File: src/rtl/mesm6_pkg.sv
// Shared types and default widths for the mesm6 memory-side blocks.
package mesm6_pkg;

  localparam int MESM6_ADDR_W = 15;
  localparam int MESM6_DATA_W = 48;

  typedef enum logic [2:0] {
    ST_IDLE   = 3'd0,
    ST_IFETCH = 3'd1,
    ST_DREAD  = 3'd2,
    ST_DWRITE = 3'd3,
    ST_PREF   = 3'd4,
    ST_RESP   = 3'd5
  } arb_state_t;

endpackage

File: src/rtl/mesm6_prefetch_buf.sv
// One-word instruction prefetch buffer: address/data/valid, hit compare, invalidate.
// Used by mesm6_bus_arbiter only when MESM6_IBUS_PREFETCH_EN is defined.
module mesm6_prefetch_buf
  import mesm6_pkg::*;
#(
  parameter int ADDR_W = MESM6_ADDR_W,
  parameter int DATA_W = MESM6_DATA_W
) (
  input  logic              clk,
  input  logic              reset_n,
  input  logic              fill_start,
  input  logic [ADDR_W-1:0] fill_addr,
  input  logic              fill_done,
  input  logic [DATA_W-1:0] fill_data,
  input  logic              inval,
  input  logic [ADDR_W-1:0] inval_addr,
  input  logic [ADDR_W-1:0] lookup_addr,
  output logic              hit,
  output logic [DATA_W-1:0] rdata
);

  logic [ADDR_W-1:0] addr_q, addr_d;
  logic [DATA_W-1:0] data_q, data_d;
  logic              valid_q, valid_d;
  logic              busy_q, busy_d;
  logic              kill_q, kill_d;

  always_comb begin
    addr_d  = addr_q;
    data_d  = data_q;
    valid_d = valid_q;
    busy_d  = busy_q;
    if (fill_start) begin
      addr_d  = fill_addr;
      valid_d = 1'b0;
      busy_d  = 1'b1;
    end
    if (fill_done && busy_q) begin
      data_d  = fill_data;
      valid_d = !kill_q;
      busy_d  = 1'b0;
    end
    // A write to the buffered address must also poison a fill still in flight.
    if (inval && (inval_addr == addr_q)) valid_d = 1'b0;
    kill_d = busy_d && !fill_start &&
             (kill_q || (inval && (inval_addr == addr_q)));
  end

  // NOTE: the data word is reset along with the rest; it is one register, not a RAM array.
  always_ff @(posedge clk) begin
    if (!reset_n) begin
      addr_q  <= '0;
      data_q  <= '0;
      valid_q <= 1'b0;
      busy_q  <= 1'b0;
      kill_q  <= 1'b0;
    end else begin
      addr_q  <= addr_d;
      data_q  <= data_d;
      valid_q <= valid_d;
      busy_q  <= busy_d;
      kill_q  <= kill_d;
    end
  end

  assign hit   = valid_q && (lookup_addr == addr_q);
  assign rdata = data_q;

endmodule

File: src/rtl/mesm6_bus_arbiter.sv
// Merges the mesm6 instruction and data buses onto one single-ported memory.
// Optional next-word instruction prefetch is enabled by MESM6_IBUS_PREFETCH_EN.
module mesm6_bus_arbiter
  import mesm6_pkg::*;
#(
  parameter int ADDR_W = MESM6_ADDR_W,
  parameter int DATA_W = MESM6_DATA_W,
  parameter int DPRIO  = 1
) (
  input  logic              clk,
  input  logic              reset_n,
  input  logic              ibus_fetch,
  input  logic [ADDR_W-1:0] ibus_addr,
  output logic [DATA_W-1:0] ibus_input,
  output logic              ibus_done,
  input  logic              dbus_read,
  input  logic              dbus_write,
  input  logic [ADDR_W-1:0] dbus_addr,
  input  logic [DATA_W-1:0] dbus_output,
  output logic [DATA_W-1:0] dbus_input,
  output logic              dbus_done,
  output logic              mem_req,
  output logic              mem_we,
  output logic [ADDR_W-1:0] mem_addr,
  output logic [DATA_W-1:0] mem_wdata,
  input  logic [DATA_W-1:0] mem_rdata,
  input  logic              mem_ack
);

  arb_state_t        state_q, state_d;
  logic              mem_req_q, mem_req_d;
  logic              mem_we_q, mem_we_d;
  logic [ADDR_W-1:0] mem_addr_q, mem_addr_d;
  logic [DATA_W-1:0] mem_wdata_q, mem_wdata_d;
  logic [DATA_W-1:0] ibus_input_q, ibus_input_d;
  logic [DATA_W-1:0] dbus_input_q, dbus_input_d;
  logic              ibus_done_q, ibus_done_d;
  logic              dbus_done_q, dbus_done_d;
  logic              data_first;

`ifdef MESM6_IBUS_PREFETCH_EN
  logic [ADDR_W-1:0] fetch_addr_q, fetch_addr_d;
  logic              pref_pend_q, pref_pend_d;
  logic              hit_q, hit_d;
  logic              buf_hit;
  logic [DATA_W-1:0] buf_data;

  mesm6_prefetch_buf #(
    .ADDR_W (ADDR_W),
    .DATA_W (DATA_W)
  ) u_pbuf (
    .clk         (clk),
    .reset_n     (reset_n),
    .fill_start  (state_q == ST_IDLE && state_d == ST_PREF),
    .fill_addr   (mem_addr_d),
    .fill_done   (state_q == ST_PREF && mem_ack),
    .fill_data   (mem_rdata),
    .inval       (state_q == ST_IDLE && state_d == ST_DWRITE),
    .inval_addr  (dbus_addr),
    .lookup_addr (ibus_addr),
    .hit         (buf_hit),
    .rdata       (buf_data)
  );
`endif

  // NOTE: every *_d gets its hold value first, so no branch can leave one unassigned (no latches).
  always_comb begin
    state_d      = state_q;
    mem_req_d    = mem_req_q;
    mem_we_d     = mem_we_q;
    mem_addr_d   = mem_addr_q;
    mem_wdata_d  = mem_wdata_q;
    ibus_input_d = ibus_input_q;
    dbus_input_d = dbus_input_q;
    ibus_done_d  = 1'b0;
    dbus_done_d  = 1'b0;
    data_first   = (DPRIO != 0) || !ibus_fetch;
`ifdef MESM6_IBUS_PREFETCH_EN
    fetch_addr_d = fetch_addr_q;
    pref_pend_d  = pref_pend_q;
    hit_d        = 1'b0;
`endif
    case (state_q)
      ST_IDLE: begin
        if ((dbus_read || dbus_write) && data_first) begin
          // Read and write together is served as a write.
          state_d    = dbus_write ? ST_DWRITE : ST_DREAD;
          mem_req_d  = 1'b1;
          mem_we_d   = dbus_write;
          mem_addr_d = dbus_addr;
          if (dbus_write) mem_wdata_d = dbus_output;
`ifdef MESM6_IBUS_PREFETCH_EN
          pref_pend_d = 1'b0;
`endif
        end else if (ibus_fetch) begin
          state_d = ST_IFETCH;
`ifdef MESM6_IBUS_PREFETCH_EN
          fetch_addr_d = ibus_addr;
          pref_pend_d  = 1'b0;
          hit_d        = buf_hit;
          if (!buf_hit) begin
            mem_req_d  = 1'b1;
            mem_we_d   = 1'b0;
            mem_addr_d = ibus_addr;
          end
`else
          mem_req_d  = 1'b1;
          mem_we_d   = 1'b0;
          mem_addr_d = ibus_addr;
`endif
        end
`ifdef MESM6_IBUS_PREFETCH_EN
        else if (pref_pend_q) begin
          state_d     = ST_PREF;
          pref_pend_d = 1'b0;
          mem_req_d   = 1'b1;
          mem_we_d    = 1'b0;
          mem_addr_d  = fetch_addr_q + ADDR_W'(1);
        end
`endif
      end
      ST_IFETCH: begin
`ifdef MESM6_IBUS_PREFETCH_EN
        // A buffer hit spends this cycle reading the buffer instead of memory.
        if (hit_q) begin
          state_d      = ST_RESP;
          ibus_input_d = buf_data;
          ibus_done_d  = 1'b1;
          pref_pend_d  = 1'b1;
        end else
`endif
        if (mem_ack) begin
          state_d      = ST_RESP;
          mem_req_d    = 1'b0;
          ibus_input_d = mem_rdata;
          ibus_done_d  = 1'b1;
`ifdef MESM6_IBUS_PREFETCH_EN
          pref_pend_d  = 1'b1;
`endif
        end
      end
      ST_DREAD: begin
        if (mem_ack) begin
          state_d      = ST_RESP;
          mem_req_d    = 1'b0;
          dbus_input_d = mem_rdata;
          dbus_done_d  = 1'b1;
        end
      end
      ST_DWRITE: begin
        if (mem_ack) begin
          state_d     = ST_RESP;
          mem_req_d   = 1'b0;
          mem_we_d    = 1'b0;
          dbus_done_d = 1'b1;
        end
      end
`ifdef MESM6_IBUS_PREFETCH_EN
      ST_PREF: begin
        if (mem_ack) begin
          state_d   = ST_IDLE;
          mem_req_d = 1'b0;
        end
      end
`endif
      ST_RESP: state_d = ST_IDLE;
      default: begin
        state_d   = ST_IDLE;
        mem_req_d = 1'b0;
        mem_we_d  = 1'b0;
      end
    endcase
  end

  // NOTE: registers take non-blocking assignments so every flop sees pre-edge values.
  always_ff @(posedge clk) begin
    if (!reset_n) begin
      state_q      <= ST_IDLE;
      mem_req_q    <= 1'b0;
      mem_we_q     <= 1'b0;
      mem_addr_q   <= '0;
      mem_wdata_q  <= '0;
      ibus_input_q <= '0;
      dbus_input_q <= '0;
      ibus_done_q  <= 1'b0;
      dbus_done_q  <= 1'b0;
    end else begin
      state_q      <= state_d;
      mem_req_q    <= mem_req_d;
      mem_we_q     <= mem_we_d;
      mem_addr_q   <= mem_addr_d;
      mem_wdata_q  <= mem_wdata_d;
      ibus_input_q <= ibus_input_d;
      dbus_input_q <= dbus_input_d;
      ibus_done_q  <= ibus_done_d;
      dbus_done_q  <= dbus_done_d;
    end
  end

`ifdef MESM6_IBUS_PREFETCH_EN
  always_ff @(posedge clk) begin
    if (!reset_n) begin
      fetch_addr_q <= '0;
      pref_pend_q  <= 1'b0;
      hit_q        <= 1'b0;
    end else begin
      fetch_addr_q <= fetch_addr_d;
      pref_pend_q  <= pref_pend_d;
      hit_q        <= hit_d;
    end
  end
`endif

  assign mem_req    = mem_req_q;
  assign mem_we     = mem_we_q;
  assign mem_addr   = mem_addr_q;
  assign mem_wdata  = mem_wdata_q;
  assign ibus_input = ibus_input_q;
  assign dbus_input = dbus_input_q;
  assign ibus_done  = ibus_done_q;
  assign dbus_done  = dbus_done_q;

endmodule
File: config.mk
export PLATFORM = sky130hd
export DESIGN_NAME = mesm6_bus_arbiter
export DESIGN_NICKNAME = d
export VERILOG_FILES = /design/src/rtl/mesm6_pkg.sv /design/src/rtl/mesm6_prefetch_buf.sv /design/src/rtl/mesm6_bus_arbiter.sv
export SDC_FILE = /design/constraint.sdc
export NUM_CORES = 1
export LEC_CHECK = 0
export CAP_MARGIN = 20
export CORE_UTILIZATION = 30
export DETAILED_ROUTE_END_ITERATION = 7
export GPL_TIMING_DRIVEN = 0
export RECOVER_POWER = 100
export SLEW_MARGIN = 20
export SYNTH_ARGS = -nofsm -noshare
export SYNTH_HDL_FRONTEND = slang
export SYNTH_HIERARCHICAL = 1
export SYNTH_SLANG_ARGS = --single-unit
File: constraint.sdc
create_clock -name clk -period 3.5 [get_ports clk]
set_input_delay 0.7 -clock clk [delete_from_list [all_inputs] [get_ports clk]]
set_output_delay 0.7 -clock clk [all_outputs]
set_load 0.1 [all_outputs]
==> results_dict.tcl <==
set metrics [dict create \
    drtPass1Iterations 4 \
    core_um2 19650 \
    critPathArrivalTime_ps 3130 \
    ys_seq_elements 166 \
    slowest_stage "dlygate4sd3_1" \
    yosys_warnings 6 \
    final_common_cell "nand2_1" \
    post-route-period-util_pct 79.46 \
    crit_required_ps 3850 \
    slew_violations 0 \
    final.setup.tns_ps 0 \
    skew_ps 13.16 \
    worstHoldPathCells 2 \
    track_usage_pct 20.28 \
    synth_area_per_cell_um2 8.064 \
    routedWlPerCell_um 15.68 \
    p_leak_nw 3.937 \
    yosysUniqueCellTypes 27 \
    ys_top_cells_by_area "dfxtp_1 (55%), nand2_1 (19%), a21oi_1 (14%)" \
    ant_nets 0 \
    hold_violations 0 \
    worst-path-stages 7 \
    cts-root-buf "clkbuf_16" \
    htreeDepth 4 \
    setup_violations 0 \
    finalWirelength_um 21050 \
    crit_family "buffers and inverters" \
    clk_latency_ps 420 \
    antenna-diode-count 0 \
    fin_crit_ps 2781 \
    cts_setup_buffers 0 \
    grt_pass1_vias 5950 \
    crit_top_cell "clkbuf_1" \
    cts_tree "built" \
    cts_hold_buf 0 \
    max_freq_mhz 359.6 \
    muxShareOfSynthArea_pct 0.1653 \
    clockBufferDepth 2 \
    yosys.area.top_type "dfxtp_1" \
    layout_common_cells "nand2_1 (304), dfxtp_1 (166), dlygate4sd3_1 (166)" \
    ios 295 \
    maxCapViolations 0 \
    place.port_buffers 294 \
    slew_headroom_pct 27.94 \
    clk_pin_slew_ps 70 \
    drc 0 \
    final_nets 1196 \
    tightest_slew_ps 1077 \
    dpl.hpwl_um 15400 \
    synth_simple_gate_area_share_pct 21.59 \
    fin_total_pwr_mw 5.626 \
    dieArea_um2 20760 \
    rsz0062_at_grt "false" \
    powerDensity_nw_per_um2 568.5 \
    num_vias 6153 \
    critical_path_buf_inv_count 4 \
    synth_fa_ha_area_share_pct 0 \
    area_growth_pct 63.43 \
    setup.worst_path.start_class "input pin" \
    initial_core_util_pct 30.81 \
    die_x_um 144.1 \
    rrSetupSlack_ps 1440 \
    ir_worst_vdd_mv 0.3111 \
    synth_top_area_share_pct 54.88 \
    synth-compound-area-share_pct 18.51 \
    row_count 51 \
    crit_chain "dlygate4sd3_1 > clkbuf_1 > nor4b_4 > clkbuf_1 > clkbuf_1 > nand2_1 > a21oi_1" \
    drive_above_1_share_pct 5.664 \
    crit_fanout 10 \
    first_iter_violations 260 \
    antenna_found_initial 0 \
    vias_per_cell 4.585 \
    grt_max_degree 17 \
    synth_xor_area_share_pct 0 \
    overflow 0 \
    holdCritPathClass "flip-flop to flip-flop" \
    synthesis.nets 883 \
    clock-sinks 166 \
    gp_congestion 0.7610 \
    synth_area_um2 6056 \
    ys_seq_area_share_pct 54.88 \
    cts-resized-gates 0 \
    reg2reg_depth 6 \
    syn_inst 751 \
    die_h_um 144.1 \
    criticalPathCategory "input pin to flip-flop" \
    slowest_delay_ps 580 \
    synth_top_family_by_area "simple AND/OR/NAND/NOR gates" \
    cts_made_buffers 17 \
    status "complete, no violations" \
    end_kind "flip-flop" \
    grt_first_pass_wirelength_um 32150 \
]
[state kept, by name, summed over array words and instances, names as in the netlist]
signal      count
dbus_input     48
ibus_input     48
mem_wdata      48
mem_addr       15
state_q         3
dbus_done       1
ibus_done       1
mem_req         1
mem_we          1
[cells by family (layout without fill, tap and decap cells)]
| logic type | Yosys count | in the layout |
|---|---|---|
| AOI/OAI and AO/OA | 199 | 199 |
| buffers and inverters | 61 | 387 |
| DFF | 166 | 166 |
| muxes | 1 | 1 |
| and+or+nand+nor | 324 | 324 |
[path summary, 6_finish.rpt]
check | start | end
min | dbus_input[7]$_SDFFE_PN0P_ | dbus_input[7]$_SDFFE_PN0P_
min reg2reg | dbus_input[7]$_SDFFE_PN0P_ | dbus_input[7]$_SDFFE_PN0P_
max | dbus_write | mem_wdata[28]$_SDFFE_PN0P_
max reg2reg | state_q[1]$_SDFFE_PN0P_ | ibus_input[31]$_SDFFE_PN0P_
[metrics by stage]
stage               hold WS [ps]  util (%)  setup WS, ps  instance area [um^2]  std cells
finish                     450.3     50.36         718.9                  9897       1342
global route               466.3     50.36         389.6                  9897       1342
CTS                        455.4     50.53         807.4                  9931       1342
detailed placement         446.2     47.47         686.4                  9330       1310
global placement           441.4     47.47         704.1                  9330       1310
floorplan                  625.8         -          1634                  6056        751
[routing by layer]
| layer | share of wire [%] | global-route usage, % | vias up | routed length [um] |
|---|---|---|---|---|
| met5 | 0 | 0 | - | 0 |
| met4 | 1.6 | 7.055 | 0 | 346 |
| met3 | 9.3 | 7.649 | 22 | 1954 |
| met2 | 47 | 33.99 | 195 | 9963 |
| met1 | 42 | 23.55 | 2822 | 8781 |
| li1 | - | - | 3114 | - |
[report_power, final]
| part | internal (mW) | total, mW | switching [mW] |
|---|---|---|---|
| Clock | 1.09 | 1.92 | 0.832 |
| Sequential | 2.01 | 2.07 | 0.0575 |
| Combinational | 0.414 | 1.63 | 1.22 |
[Yosys cell counts, drive strengths merged]
master,instances
nand2,304
dfxtp,166
a21oi,164
clkbuf,35
buf,24
o21ai,18
a311oi,15
nor2,5
nand2b,3
and4bb,2
inv,2
nand4bb,2
nor4b,2
or3,2
a211o,1
and2,1
and2b,1
mux2i,1
nor3,1
o31ai,1
or4b,1
[tightest hold or removal path, delay by kind of cell (launching register included)]
family          cells  cell delay (ps)
compound gates      1               50
flops               1              300
simple gates        1               50
[area by class of cell]
| type | instances | area [um^2] |
|---|---|---|
| Multi-Input combinational cell | 524 | 2414 |
| Sequential cell | 166 | 3323 |
| Tap cell | 265 | 331.6 |
| Clock inverter | 13 | 157.7 |
| Buffer | 59 | 277.8 |
| Inverter | 2 | 7.507 |
| Clock buffer | 19 | 442.9 |
| Fill cell | 2042 | 9757 |
| Timing Repair Buffer | 294 | 2943 |
(Power assumes the default switching activity.)
